`config.mk`:
```
export PLATFORM = sky130hd
export DESIGN_NAME = instr_encoder_flat
export DESIGN_NICKNAME = d
export VERILOG_FILES = /design/src/rtl/instr_encoder_if.sv /design/src/rtl/instr_encoder.sv /design/src/flat_wrapper.sv
export SDC_FILE = /design/constraint.sdc
export NUM_CORES = 1
export LEC_CHECK = 0
export BUFFER_PORTS_ARGS = -buffer_cell sky130_fd_sc_hd__buf_2
export CAP_MARGIN = 10
export CORE_ASPECT_RATIO = 0.5
export CORE_MARGIN = 2
export CORE_UTILIZATION = 48
export CTS_CLUSTER_DIAMETER = 50
export DETAILED_ROUTE_END_ITERATION = 8
export PLACE_DENSITY = 0.73
export SYNTH_ARGS = -nofsm -noshare
export SYNTH_HDL_FRONTEND = slang
export SYNTH_SLANG_ARGS = --single-unit
```
`constraint.sdc`:
```
create_clock -name clk -period 1.7 [get_ports clk]
set_input_delay 0.255 -clock clk [delete_from_list [all_inputs] [get_ports clk]]
set_output_delay 0.255 -clock clk [all_outputs]
set_load 0.005 [all_outputs]
```
`src/rtl/instr_encoder_if.sv`:
```
// Field-in / word-out handshake bundle for instr_encoder.
// slave = encoder side, master = producer of fields and consumer of words.
interface instr_encoder_if #(
  parameter int ADDR_WIDTH = 32
);
  logic                  in_valid;
  logic                  in_ready;
  logic [3:0]            in_class;
  logic [3:0]            in_alu_op;
  logic [2:0]            in_funct3;
  logic [4:0]            in_rd;
  logic [4:0]            in_rs1;
  logic [4:0]            in_rs2;
  logic [31:0]           in_imm;
  logic                  out_valid;
  logic                  out_ready;
  logic [31:0]           out_instr;
  logic [ADDR_WIDTH-1:0] out_addr;
  logic                  out_err;

  modport slave (
    input  in_valid, in_class, in_alu_op, in_funct3, in_rd, in_rs1, in_rs2, in_imm, out_ready,
    output in_ready, out_valid, out_instr, out_addr, out_err
  );

  modport master (
    output in_valid, in_class, in_alu_op, in_funct3, in_rd, in_rs1, in_rs2, in_imm, out_ready,
    input  in_ready, out_valid, out_instr, out_addr, out_err
  );
endinterface

```
`src/rtl/instr_encoder.sv`:
```
// instr_encoder: packs RV32I fields into 32-bit words and streams them with sequential byte addresses.
// Define IMM_CHECK_EN to also flag out-of-range immediates on out_err.
module instr_encoder #(
  parameter int                    ADDR_WIDTH = 32,
  parameter logic [ADDR_WIDTH-1:0] BASE_ADDR  = '0,
  parameter int                    CNT_WIDTH  = 16
) (
  input  logic                 clk,
  input  logic                 rst_n,
  input  logic                 clear,
  instr_encoder_if.slave       bus,
  output logic [CNT_WIDTH-1:0] instr_count
);
`ifdef IMM_CHECK_EN
  localparam bit IMM_CHK = 1'b1;
`else
  localparam bit IMM_CHK = 1'b0;
`endif

  localparam logic [3:0] C_R = 4'd0, C_IALU = 4'd1, C_LOAD = 4'd2, C_STORE = 4'd3, C_BRANCH = 4'd4,
                         C_JAL = 4'd5, C_JALR = 4'd6, C_LUI = 4'd7, C_AUIPC = 4'd8;
  localparam logic [3:0] OP_ADD = 4'd0, OP_SUB = 4'd1, OP_AND = 4'd2, OP_OR = 4'd3, OP_XOR = 4'd4,
                         OP_SLL = 4'd5, OP_SRL = 4'd6, OP_SRA = 4'd7, OP_SLT = 4'd8, OP_SLTU = 4'd9;

  typedef struct packed {
    logic [3:0]  cls;
    logic [3:0]  op;
    logic [2:0]  f3;
    logic [4:0]  rd;
    logic [4:0]  rs1;
    logic [4:0]  rs2;
    logic [31:0] imm;
  } req_t;

  typedef struct packed {
    logic [31:0]           instr;
    logic [ADDR_WIDTH-1:0] addr;
    logic                  err;
  } rsp_t;

  req_t                  req;
  rsp_t                  rsp_q;
  logic                  vld_q;
  logic [ADDR_WIDTH-1:0] addr_ptr;
  logic                  accept, xfer;
  logic [2:0]            f3_alu;
  logic [6:0]            f7_alu;
  logic                  is_shift;
  logic [31:0]           enc;
  logic                  fld_err, imm_bad;
  logic                  fit12, fit13, fit21;

  assign req = '{cls: bus.in_class, op: bus.in_alu_op, f3: bus.in_funct3, rd: bus.in_rd,
                 rs1: bus.in_rs1, rs2: bus.in_rs2, imm: bus.in_imm};

  assign bus.in_ready  = !clear && (!vld_q || bus.out_ready);
  assign accept        = bus.in_valid && bus.in_ready;
  assign xfer          = vld_q && bus.out_ready;
  assign bus.out_valid = vld_q;
  assign bus.out_instr = rsp_q.instr;
  assign bus.out_addr  = rsp_q.addr;
  assign bus.out_err   = rsp_q.err;

  // Signed-range tests: all bits above the sign bit must replicate it.
  assign fit12 = (&req.imm[31:11]) | ~(|req.imm[31:11]);
  assign fit13 = (&req.imm[31:12]) | ~(|req.imm[31:12]);
  assign fit21 = (&req.imm[31:20]) | ~(|req.imm[31:20]);

  always_comb begin
    case (req.op)
      OP_AND:  f3_alu = 3'b111;
      OP_OR:   f3_alu = 3'b110;
      OP_XOR:  f3_alu = 3'b100;
      OP_SLL:  f3_alu = 3'b001;
      OP_SRL:  f3_alu = 3'b101;
      OP_SRA:  f3_alu = 3'b101;
      OP_SLT:  f3_alu = 3'b010;
      OP_SLTU: f3_alu = 3'b011;
      default: f3_alu = 3'b000;
    endcase
    f7_alu   = (req.op == OP_SUB || req.op == OP_SRA) ? 7'h20 : 7'h00;
    is_shift = (req.op == OP_SLL) || (req.op == OP_SRL) || (req.op == OP_SRA);
  end

  always_comb begin
    enc     = '0;
    fld_err = (req.op > OP_SLTU);
    imm_bad = 1'b0;
    case (req.cls)
      C_R: enc = {f7_alu, req.rs2, req.rs1, f3_alu, req.rd, 7'h33};
      C_IALU: begin
        if (req.op == OP_SUB) fld_err = 1'b1;
        if (is_shift) begin
          enc     = {f7_alu, req.imm[4:0], req.rs1, f3_alu, req.rd, 7'h13};
          imm_bad = |req.imm[31:5];
        end else begin
          enc     = {req.imm[11:0], req.rs1, f3_alu, req.rd, 7'h13};
          imm_bad = !fit12;
        end
      end
      C_LOAD: begin
        if (req.op != OP_ADD) fld_err = 1'b1;
        if (req.f3 == 3'b011 || req.f3 == 3'b110 || req.f3 == 3'b111) fld_err = 1'b1;
        enc     = {req.imm[11:0], req.rs1, req.f3, req.rd, 7'h03};
        imm_bad = !fit12;
      end
      C_STORE: begin
        if (req.op != OP_ADD) fld_err = 1'b1;
        if (req.f3 > 3'b010) fld_err = 1'b1;
        enc     = {req.imm[11:5], req.rs2, req.rs1, req.f3, req.imm[4:0], 7'h23};
        imm_bad = !fit12;
      end
      C_BRANCH: begin
        if (req.f3 == 3'b010 || req.f3 == 3'b011) fld_err = 1'b1;
        enc     = {req.imm[12], req.imm[10:5], req.rs2, req.rs1, req.f3,
                   req.imm[4:1], req.imm[11], 7'h63};
        imm_bad = !fit13 || req.imm[0];
      end
      C_JAL: begin
        enc     = {req.imm[20], req.imm[10:1], req.imm[11], req.imm[19:12], req.rd, 7'h6F};
        imm_bad = !fit21 || req.imm[0];
      end
      C_JALR: begin
        enc     = {req.imm[11:0], req.rs1, 3'b000, req.rd, 7'h67};
        imm_bad = !fit12;
      end
      C_LUI: begin
        enc     = {req.imm[31:12], req.rd, 7'h37};
        imm_bad = |req.imm[11:0];
      end
      C_AUIPC: begin
        enc     = {req.imm[31:12], req.rd, 7'h17};
        imm_bad = |req.imm[11:0];
      end
      default: fld_err = 1'b1;
    endcase
  end

  // clear outranks accept/transfer: a pending word is dropped uncounted.
  always_ff @(posedge clk or negedge rst_n) begin
    if (!rst_n) begin
      vld_q       <= 1'b0;
      rsp_q       <= '{instr: '0, addr: BASE_ADDR, err: 1'b0};
      addr_ptr    <= BASE_ADDR;
      instr_count <= '0;
    end else if (clear) begin
      vld_q       <= 1'b0;
      addr_ptr    <= BASE_ADDR;
      instr_count <= '0;
    end else begin
      if (xfer && !(&instr_count)) instr_count <= instr_count + 1'b1;
      if (accept) begin
        vld_q    <= 1'b1;
        rsp_q    <= '{instr: enc, addr: addr_ptr, err: fld_err | (IMM_CHK & imm_bad)};
        addr_ptr <= addr_ptr + ADDR_WIDTH'(4);
      end else if (xfer) begin
        vld_q <= 1'b0;
      end
    end
  end
endmodule

```
`src/flat_wrapper.sv`:
```
// flat-port wrapper written by rule: the top's interface ports become plain ports
module instr_encoder_flat 
#(
  parameter int                    ADDR_WIDTH = 32,
  parameter logic [ADDR_WIDTH-1:0] BASE_ADDR  = '0,
  parameter int                    CNT_WIDTH  = 16
)
  (clk, rst_n, clear, instr_count, bus_in_valid, bus_in_class, bus_in_alu_op, bus_in_funct3, bus_in_rd, bus_in_rs1, bus_in_rs2, bus_in_imm, bus_out_ready, bus_in_ready, bus_out_valid, bus_out_instr, bus_out_addr, bus_out_err);
  instr_encoder_if #(.ADDR_WIDTH(ADDR_WIDTH)) bus_i ();
  input  logic clk;
  input  logic rst_n;
  input  logic clear;
  output logic [CNT_WIDTH-1:0] instr_count;
  input wire logic [$bits(bus_i.in_valid)-1:0] bus_in_valid;
  input wire logic [$bits(bus_i.in_class)-1:0] bus_in_class;
  input wire logic [$bits(bus_i.in_alu_op)-1:0] bus_in_alu_op;
  input wire logic [$bits(bus_i.in_funct3)-1:0] bus_in_funct3;
  input wire logic [$bits(bus_i.in_rd)-1:0] bus_in_rd;
  input wire logic [$bits(bus_i.in_rs1)-1:0] bus_in_rs1;
  input wire logic [$bits(bus_i.in_rs2)-1:0] bus_in_rs2;
  input wire logic [$bits(bus_i.in_imm)-1:0] bus_in_imm;
  input wire logic [$bits(bus_i.out_ready)-1:0] bus_out_ready;
  output wire logic [$bits(bus_i.in_ready)-1:0] bus_in_ready;
  output wire logic [$bits(bus_i.out_valid)-1:0] bus_out_valid;
  output wire logic [$bits(bus_i.out_instr)-1:0] bus_out_instr;
  output wire logic [$bits(bus_i.out_addr)-1:0] bus_out_addr;
  output wire logic [$bits(bus_i.out_err)-1:0] bus_out_err;
  assign bus_i.in_valid = bus_in_valid;
  assign bus_i.in_class = bus_in_class;
  assign bus_i.in_alu_op = bus_in_alu_op;
  assign bus_i.in_funct3 = bus_in_funct3;
  assign bus_i.in_rd = bus_in_rd;
  assign bus_i.in_rs1 = bus_in_rs1;
  assign bus_i.in_rs2 = bus_in_rs2;
  assign bus_i.in_imm = bus_in_imm;
  assign bus_i.out_ready = bus_out_ready;
  assign bus_in_ready = bus_i.in_ready;
  assign bus_out_valid = bus_i.out_valid;
  assign bus_out_instr = bus_i.out_instr;
  assign bus_out_addr = bus_i.out_addr;
  assign bus_out_err = bus_i.out_err;
  instr_encoder #(.ADDR_WIDTH(ADDR_WIDTH), .BASE_ADDR(BASE_ADDR), .CNT_WIDTH(CNT_WIDTH)) u_core (.clk(clk), .rst_n(rst_n), .clear(clear), .bus(bus_i), .instr_count(instr_count));
endmodule
```
==> reports/summary.txt, run 1 <==
vias in the first global route -> 5377
Syn Std Cell Area -> 0.00578 mm²
Worst Path Required -> 1.94 ns
Routed WL per cell -> 15.9 µm
pwr/cell area -> 753 mW/mm²
clock sink count -> 109
drt total wl -> 16200 µm
non-filler instance count after layout -> 1021
Final Hold Viols -> 0
Synth top area share -> 47.2%
pre-CTS WS -> -0.123 ns
slowest cell on the critical path -> dfrtp_1
Die H -> 81.6 µm
Async SR Flop Fraction -> 100%
Seq/Total Area, Yosys -> 47.2%
HPWL after DPL -> 11600 µm
number of synthesized flops with an enable pin -> 0
Relative slew margins -> 64.7%
top cell family by delay on the critical path -> simple AND/OR/NAND/NOR gates
Pwr Total -> 5.76 mW
Setup CP Type -> reg2reg
most frequent cells in the layout -> buf_2, nand2_1, dfrtp_1
TritonCTS buffer count -> 9
Max VDD drop -> 0.489 mV
Placer Congestion -> 0.926
status -> finished, final reports clean
Final Slew Violations -> 0
Fill cells -> 1020
Max-cap violations -> 0
Cells after Synth -> 649
largest net degree at the start of global routing -> 50
clock skew -> 0.0113 ns
ys flop type -> dfrtp_1
first-pass GRT wire length -> 26600 µm
DRC Markers -> 0
RSZ-0062 raised after global routing -> yes
Clock Tree Buf Depth -> 2
final setup violating endpoints -> 0
Max FO, Critical Path -> 3
First-pass DRT Iterations -> 5
worst setup margin -> 0.00376 ns
HP Class -> in2reg
Post-Place Cell Area -> 0.00712 mm²
commonest non-fill, non-tap cell in the layout -> buf_2
WP buf/inv -> 0
Multi-input gate area -> 0.00299 mm²
top cells by area, synth -> dfrtp_1, nand2_1, nor2_1
I/O pin count -> 146
Initial Utilization -> 49.1%
Worst Hold Margin -> 0.109 ns
post-route setup TNS -> 0 ns
YS warnings -> 0
post-route ant nets -> 0
Post-Place Cells -> 990
CTS clk-pin slew, worst paths -> 0.08 ns
PortBufs -> 143
Vias/cell -> 5.59
Ant. Diodes -> 0
Final Util -> 65.0%
total die area -> 0.0130 mm²
clock latency on the worst-skew pair -> 0.35 ns
f_max -> 0.590 GHz
Core Area -> 0.0118 mm²
H-tree depth -> 3
Worst setup SP type -> flop
chip width -> 159 µm
final non-filler cell area -> 0.00765 mm²
crit end category -> flop
crit path cell chain -> nor2b_4, nor3b_4, nand3_2, nor4_4, mux2_4
detailed-route via count -> 5703
Yosys top cell by area -> dfrtp_1
initial antenna violation count -> 0
# rows -> 28
crit path time final -> 1.70 ns
fin crit share -> 99.8%
Total GRT Usage -> 25.3%
max incr delay on CP -> 0.40 ns
number of synthesized register bits -> 109
Seq. cell area -> 0.00273 mm²
syn avg cell area -> 8.91 µm²
Net count, final -> 916
Root Buffer -> clkbuf_16
P&R area growth vs syn -> 32.3%
layout cells sized above 1 -> 32.5%
1st-iter DRT viols -> 501
total grt overflow -> 0
Synth cell types -> 58
CTS tree -> done
P_leak -> 3.75 nW
WP data arrival -> 1.93 ns
Worst Max-Slew Pin Slew -> 0.530 ns
==> final cells by class <==
class | instances | area share, %
clock buffer | 9 | 2.94
tap | 165 | 2.70
inverter | 8 | 0.392
timing repair buffer | 229 | 18.4
clock inverter | 7 | 0.850
multi-input combinational | 494 | 39.0
sequential | 109 | 35.7
==> logic make-up after synthesis <==
kind of cell    count (synthesis)  share of synthesized area [%]
simple gates                  300                           24.9
compound gates                140                           16.2
buf+inv                        47                           3.44
other cells                     1                         0.0648
mux                            11                           1.95
xor+xnor                       39                           5.91
fa+ha+maj                       2                          0.433
flops                         109                           47.2
==> synth_stat cells (all sizes together), types with 7 or more instances <==
master,number
a211oi,7
a21oi,31
a221oi,10
a22o,9
a22oi,8
and4,8
buf,18
clkbuf,21
dfrtp,109
inv,8
mux2i,9
nand2,124
nand2b,7
nand3,19
nand4,16
nor2,64
nor2b,11
nor3,14
nor4,8
o21a,7
o21ai,33
xnor2,22
xor2,17
==> worst reg2reg max path, stage by stage (launching register included) <==
cell and delay (ns):
dfrtp_1 0.40, nor2b_4 0.14, nor3b_4 0.26, nand3_2 0.15, nor4_4 0.31, mux2_4 0.32
==> final timing paths <==
| kind | startpoint | end | depth (start not counted) | slack, ns |
|---|---|---|---|---|
| max | u_core.bus.out_valid | u_core.addr_ptr[30] | 5 | 0.004 |
| min | bus_in_imm[9] | u_core.bus.out_instr[29] | 2 | 0.11 |
| max reg2reg | u_core.bus.out_valid | u_core.addr_ptr[30] | 5 | 0.004 |
| min reg2reg | u_core.bus.out_instr[6] | u_core.bus.out_instr[6] | 2 | 0.47 |
| max in group asynchronous | rst_n | u_core.bus.out_addr[26] | 3 | 0.78 |
| min in group asynchronous | rst_n | u_core.instr_count[11] | 2 | 0.39 |
==> state kept, by name, summed over array words and instances (netlist names) <==
register              count
u_core.bus.out_instr     31
u_core.addr_ptr          30
u_core.bus.out_addr      30
u_core.instr_count       16
u_core.bus.out_err        1
u_core.bus.out_valid      1
==> timing repair <==
item / 4_1_cts / 5_1_grt
endpoints found under the setup margin: 13 / 29
buffers inserted: 0 / 13
pin swaps: 2 / 6
gates cloned: 0 / 1
resized for setup: 5 / 28
endpoints found under the hold margin: 27 / 0
hold buffers: 1 / 0
==> report_power, final <==
group	total (mW)	internal (mW)	leakage, nW	switching (mW)
sequential	2.79	2.71	1.47	0.0711
combinational	0.881	0.406	2.14	0.475
clock	2.09	1.03	0.140	1.06
total	5.76	4.15	3.75	1.60
==> layer usage <==
layer | track usage (%) | share of wire (%) | up-vias
met1 | 33.1 | 45 | 2735
met5 | 0 | 0 | -
li1 | - | - | 2718
met3 | 6.06 | 6.9 | 23
met4 | 7.36 | 1.6 | 0
met2 | 42.6 | 47 | 227
(Power assumes the default switching activity.)
==> inputs of run 2 (changes only) <==
CORE_UTILIZATION = 58   (was 48)
PLACE_DENSITY = 0.83   (was 0.73)
clock period = 2.2 ns   (was 1.7 ns; I/O delays follow)
==> run 2 against run 1 <==
Against the previous run: die area fell by 17%; via count is 5.4% lower; core utilization is 7.9 points higher; worst setup slack gained 0.25 ns; largest cell class unchanged; largest power group unchanged; highest routed layer unchanged.
==> reports/summary.txt, run 2 (same netlist as run 1, synthesis figures left out) <==
status -> finished, final reports clean
vias in the first global route -> 5084
Relative slew margins -> 56.4%
Vias/cell -> 5.86
Root Buffer -> clkbuf_16
fin crit share -> 88.6%
TritonCTS buffer count -> 9
DRC Markers -> 0
Core Area -> 0.00957 mm²
Worst Path Required -> 2.48 ns
drt total wl -> 15200 µm
slowest cell on the critical path -> nor3_1
total die area -> 0.0108 mm²
most frequent cells in the layout -> buf_2, nand2_1, dfrtp_1
R2R depth -> 5
Max-cap violations -> 0
CTS clk-pin slew, worst paths -> 0.07 ns
Clock Tree Buf Depth -> 2
Max VDD drop -> 0.373 mV
Worst setup SP type -> flop
Worst Max-Slew Pin Slew -> 0.650 ns
PortBufs -> 143
Resize count post-CTS -> 0
Max FO, Critical Path -> 25
r2r startpoint -> u_core.bus.out_valid
RSZ-0062 raised after global routing -> no
Routed WL per cell -> 16.5 µm
Net count, final -> 846
Hold Path Depth -> 2
layout cells sized above 1 -> 23.6%
P_leak -> 3.38 nW
R2R setup slack -> 0.25 ns
crit end category -> flop
Setup CP Type -> reg2reg
Fill cells -> 748
largest net degree at the start of global routing -> 54
crit path time final -> 1.95 ns
crit path cell chain -> nand2b_1, nand3b_1, buf_12, nor3_1, a221o_1
Die H -> 74.6 µm
Placer Congestion -> 0.884
I/O pin count -> 146
commonest non-fill, non-tap cell in the layout -> buf_2
post-route ant nets -> 0
Multi-input gate area -> 0.00287 mm²
detailed-route via count -> 5393
worst setup margin -> 0.250 ns
clock skew -> 0.00709 ns
max incr delay on CP -> 0.55 ns
min-delay src -> bus_in_imm[7]
chip width -> 145 µm
CTS tree -> done
R2R Path End -> u_core.bus.out_instr[30]
# rows -> 25
Total GRT Usage -> 29.2%
Seq. cell area -> 0.00273 mm²
Initial Utilization -> 60.4%
total grt overflow -> 0
pwr/cell area -> 634 mW/mm²
P&R area growth vs syn -> 20.7%
H-tree depth -> 3
clock sink count -> 109
Pwr Total -> 4.42 mW
clock latency on the worst-skew pair -> 0.35 ns
post-route setup TNS -> 0 ns
Final Hold Viols -> 0
first-pass GRT wire length -> 25100 µm
flip-flop count of the largest register after layout -> 31
initial antenna violation count -> 0
WP data arrival -> 2.23 ns
worst hold endpoint -> u_core.bus.out_instr[27]
HP Class -> in2reg
pre-CTS WS -> 0.248 ns
f_max -> 0.513 GHz
Final Slew Violations -> 0
First-pass DRT Iterations -> 6
1st-iter DRT viols -> 419
final setup violating endpoints -> 0
HPWL after DPL -> 11000 µm
[run 2: power by group]
group          leakage (nW)  internal, mW  switching, mW  total [mW]
registers              1.47          2.10         0.0594        2.16
clock network         0.147         0.924          0.741        1.67
logic                  1.76         0.261          0.339       0.600
[run 2: what timing repair did]
action,CTS,global route
endpoints found under the hold margin,30,0
hold buffers,1,0
setup buffers,0,0
setup endpoints to repair,0,0
[run 2: layout make-up]
type	instances	share of cell area [%]
tap	135	2.42
clock inverter	5	0.950
multi-input combinational	494	41.1
timing repair buffer	159	12.6
inverter	8	0.430
sequential	109	39.1
clock buffer	10	3.42
antenna	1	0.0358
[run 2: metal layers]
layer	share of wire [%]	global-route usage (%)	routed length (µm)	up-vias
met3	7.7	6.55	1170	27
li1	-	-	-	2558
met4	1.8	8.93	268	0
met1	42	38.7	6450	2585
met2	48	49.7	7310	223
met5	0	0	0	-
[run 2: worst max-delay path, delay by kind of cell (launching register included)]
family / cells / cell delay, ns
compound gates: 1 / 0.25
buf+inv: 1 / 0.23
simple gates: 3 / 0.96
flops: 1 / 0.44
[run 2: worst max-delay path by stage]
stage	start	endpoint	slack (ns)	cells after the start
finish	u_core.bus.out_valid	u_core.bus.out_instr[30]	0.25	5
CTS	u_core.bus.out_valid	u_core.bus.out_instr[30]	0.25	5
detailed placement	bus_in_class[0]	u_core.bus.out_instr[26]	0.25	6
global route	u_core.bus.out_valid	u_core.bus.out_instr[30]	0.05	5
global placement	bus_in_class[0]	u_core.bus.out_instr[27]	0.29	6
floorplan	u_core.bus.out_valid	u_core.addr_ptr[30]	0.49	5
[run 2: per-stage QoR]
stage	hold slack (ns)	cell area [µm²]	instances	util [%]
after CTS	0.175	6980	920	72.9
after floorplan	0.0344	5790	650	-
final	0.185	6980	921	72.9
after global routing	0.182	6980	920	72.9
after detailed placement	0.312	6660	904	69.6
after global placement	0.308	6660	904	69.6
==> inputs of run 3 (changes only) <==
CORE_ASPECT_RATIO = not set   (was 0.5)
==> run 3 against run 2 <==
Against the previous run: critical path depth unchanged; highest routed layer unchanged; critical endpoint is now u_core.addr_ptr[30]; core utilization down 2.3 points; count of clock-buffer cells in the layout up 2; combinational power about the same; largest power group unchanged; sequential cell count unchanged; worst hold slack worse by 0.040 ns; largest cell class unchanged; die area down 0.45%; fmax up 0.70%; sequential power about the same; sequential share of layout area up 0.63 points; clock power down 28%; non-clock buffer count up 1.
==> reports/summary.txt, run 3 (same netlist as run 1, synthesis figures left out) <==
Die H -> 104 µm
Worst Max-Slew Pin Slew -> 0.657 ns
Vias/cell -> 5.85
Placer Congestion -> 0.946
total die area -> 0.0108 mm²
Net count, final -> 847
initial antenna violation count -> 0
Total GRT Usage -> 28.0%
I/O pin count -> 146
layout cells sized above 1 -> 23.5%
largest net degree at the start of global routing -> 40
Max-cap violations -> 0
pwr/cell area -> 578 mW/mm²
crit path cell chain -> nor2b_1, nor3b_4, nand3_1, nor4_1, mux2_2
slowest cell on the critical path -> dfrtp_1
Routed WL per cell -> 15.7 µm
crit end category -> flop
Max VDD drop -> 0.453 mV
clock latency on the worst-skew pair -> 0.38 ns
status -> finished, final reports clean
drt total wl -> 14500 µm
clock skew -> 0.00954 ns
fin crit share -> 88.0%
f_max -> 0.517 GHz
Clock Tree Buf Depth -> 2
H-tree depth -> 3
Max FO, Critical Path -> 6
final setup violating endpoints -> 0
detailed-route via count -> 5381
flip-flop count of the largest register after layout -> 31
HPWL after DPL -> 10800 µm
first-pass GRT wire length -> 24800 µm
most frequent cells in the layout -> buf_2, nand2_1, dfrtp_1
1st-iter DRT viols -> 413
WP buf/inv -> 0
total grt overflow -> 0
Worst setup SP type -> flop
crit path time final -> 1.94 ns
Root Buffer -> clkbuf_8
Initial Utilization -> 59.5%
post-CTS setup buffers -> 0
post-route setup TNS -> 0 ns
vias in the first global route -> 5176
P_leak -> 3.33 nW
# rows -> 36
Critical path origin -> u_core.bus.out_valid
max incr delay on CP -> 0.45 ns
pre-CTS WS -> 0.251 ns
Resize count post-CTS -> 0
TritonCTS buffer count -> 9
CTS clk-pin slew, worst paths -> 0.09 ns
Setup CP Type -> reg2reg
top cell family by delay on the critical path -> simple AND/OR/NAND/NOR gates
WP data arrival -> 2.21 ns
Worst Hold Margin -> 0.145 ns
post-route ant nets -> 0
Relative slew margins -> 55.9%
First-pass DRT Iterations -> 6
worst setup margin -> 0.264 ns
Core Area -> 0.00973 mm²
PortBufs -> 143
Fill cells -> 800
clock sink count -> 109
commonest non-fill, non-tap cell in the layout -> buf_2
Ant. Diodes -> 0
Final Slew Violations -> 0
chip width -> 104 µm
CTS tree -> done
RSZ-0062 raised after global routing -> no
DRC Markers -> 0
Final Hold Viols -> 0
HP Class -> in2reg
Pwr Total -> 3.97 mW
P&R area growth vs syn -> 18.8%
min-delay src -> bus_in_imm[7]
r2r startpoint -> u_core.bus.out_valid
Worst Path Required -> 2.47 ns
[run 3: changes by cell type in the layout (fill, tap and decap cells not counted)]
| cell | delta |
|---|---|
| inv_8 | -1 |
| clkbuf_8 | +9 |
| clkbuf_16 | -9 |
| diode_2 | -1 |
| buf_4 | +1 |
| clkbuf_1 | +2 |
| clkinv_2 | +2 |
| inv_6 | -2 |
[run 3: layout make-up]
cell class	count	area, µm²	area share [%]
tap	133	166	2.42
timing repair buffer	160	886	12.9
clock buffer	12	145	2.11
sequential	109	2730	39.7
multi-input combinational	494	2870	41.7
inverter	8	30.0	0.437
clock inverter	4	47.5	0.692
[run 3: path summary, 6_finish.rpt]
path / to / cells past startpoint / slack (ns)
min in group asynchronous: u_core.bus.out_instr[21] / 2 / 0.46
setup reg to reg: u_core.addr_ptr[30] / 5 / 0.26
setup / recovery: u_core.addr_ptr[30] / 5 / 0.26
max in group asynchronous: u_core.addr_ptr[22] / 3 / 1.09
hold reg to reg: u_core.bus.out_addr[20] / 2 / 0.47
hold / removal: u_core.bus.out_instr[27] / 2 / 0.14
[run 3: routing by layer]
metal / routed length [µm] / part of all wire [%] / track usage (%)
met5: 0 / 0 / 0
met4: 473 / 3.3 / 12.4
met3: 968 / 6.7 / 6.52
met2: 6930 / 48 / 44.6
met1: 6110 / 42 / 36.9
[run 3: where the power goes]
part | total [mW] | switching, mW | internal, mW | leakage (nW)
clock network | 1.21 | 0.657 | 0.555 | 0.0964
logic | 0.599 | 0.337 | 0.262 | 1.76
registers | 2.16 | 0.0611 | 2.10 | 1.47
total | 3.97 | 1.06 | 2.91 | 3.33
[run 3: repair_timing]
action / 4_1_cts / 5_1_grt
setup endpoints to repair: 0 / 0
hold buffers: 1 / 0
endpoints found under the hold margin: 36 / 0
[run 3: worst reg2reg max path: stages (launching register included)]
cell,delay [ns]
dfrtp_1,0.45
nor2b_1,0.20
nor3b_4,0.28
nand3_1,0.17
nor4_1,0.36
mux2_2,0.38
[run 3: stage by stage]
stage	utilization, %	std cells	cell area (µm²)
after floorplan	-	650	5790
after global placement	68.5	903	6670
after detailed placement	68.5	903	6670
after CTS	70.6	920	6870
after global routing	70.6	920	6870
final	70.6	920	6870
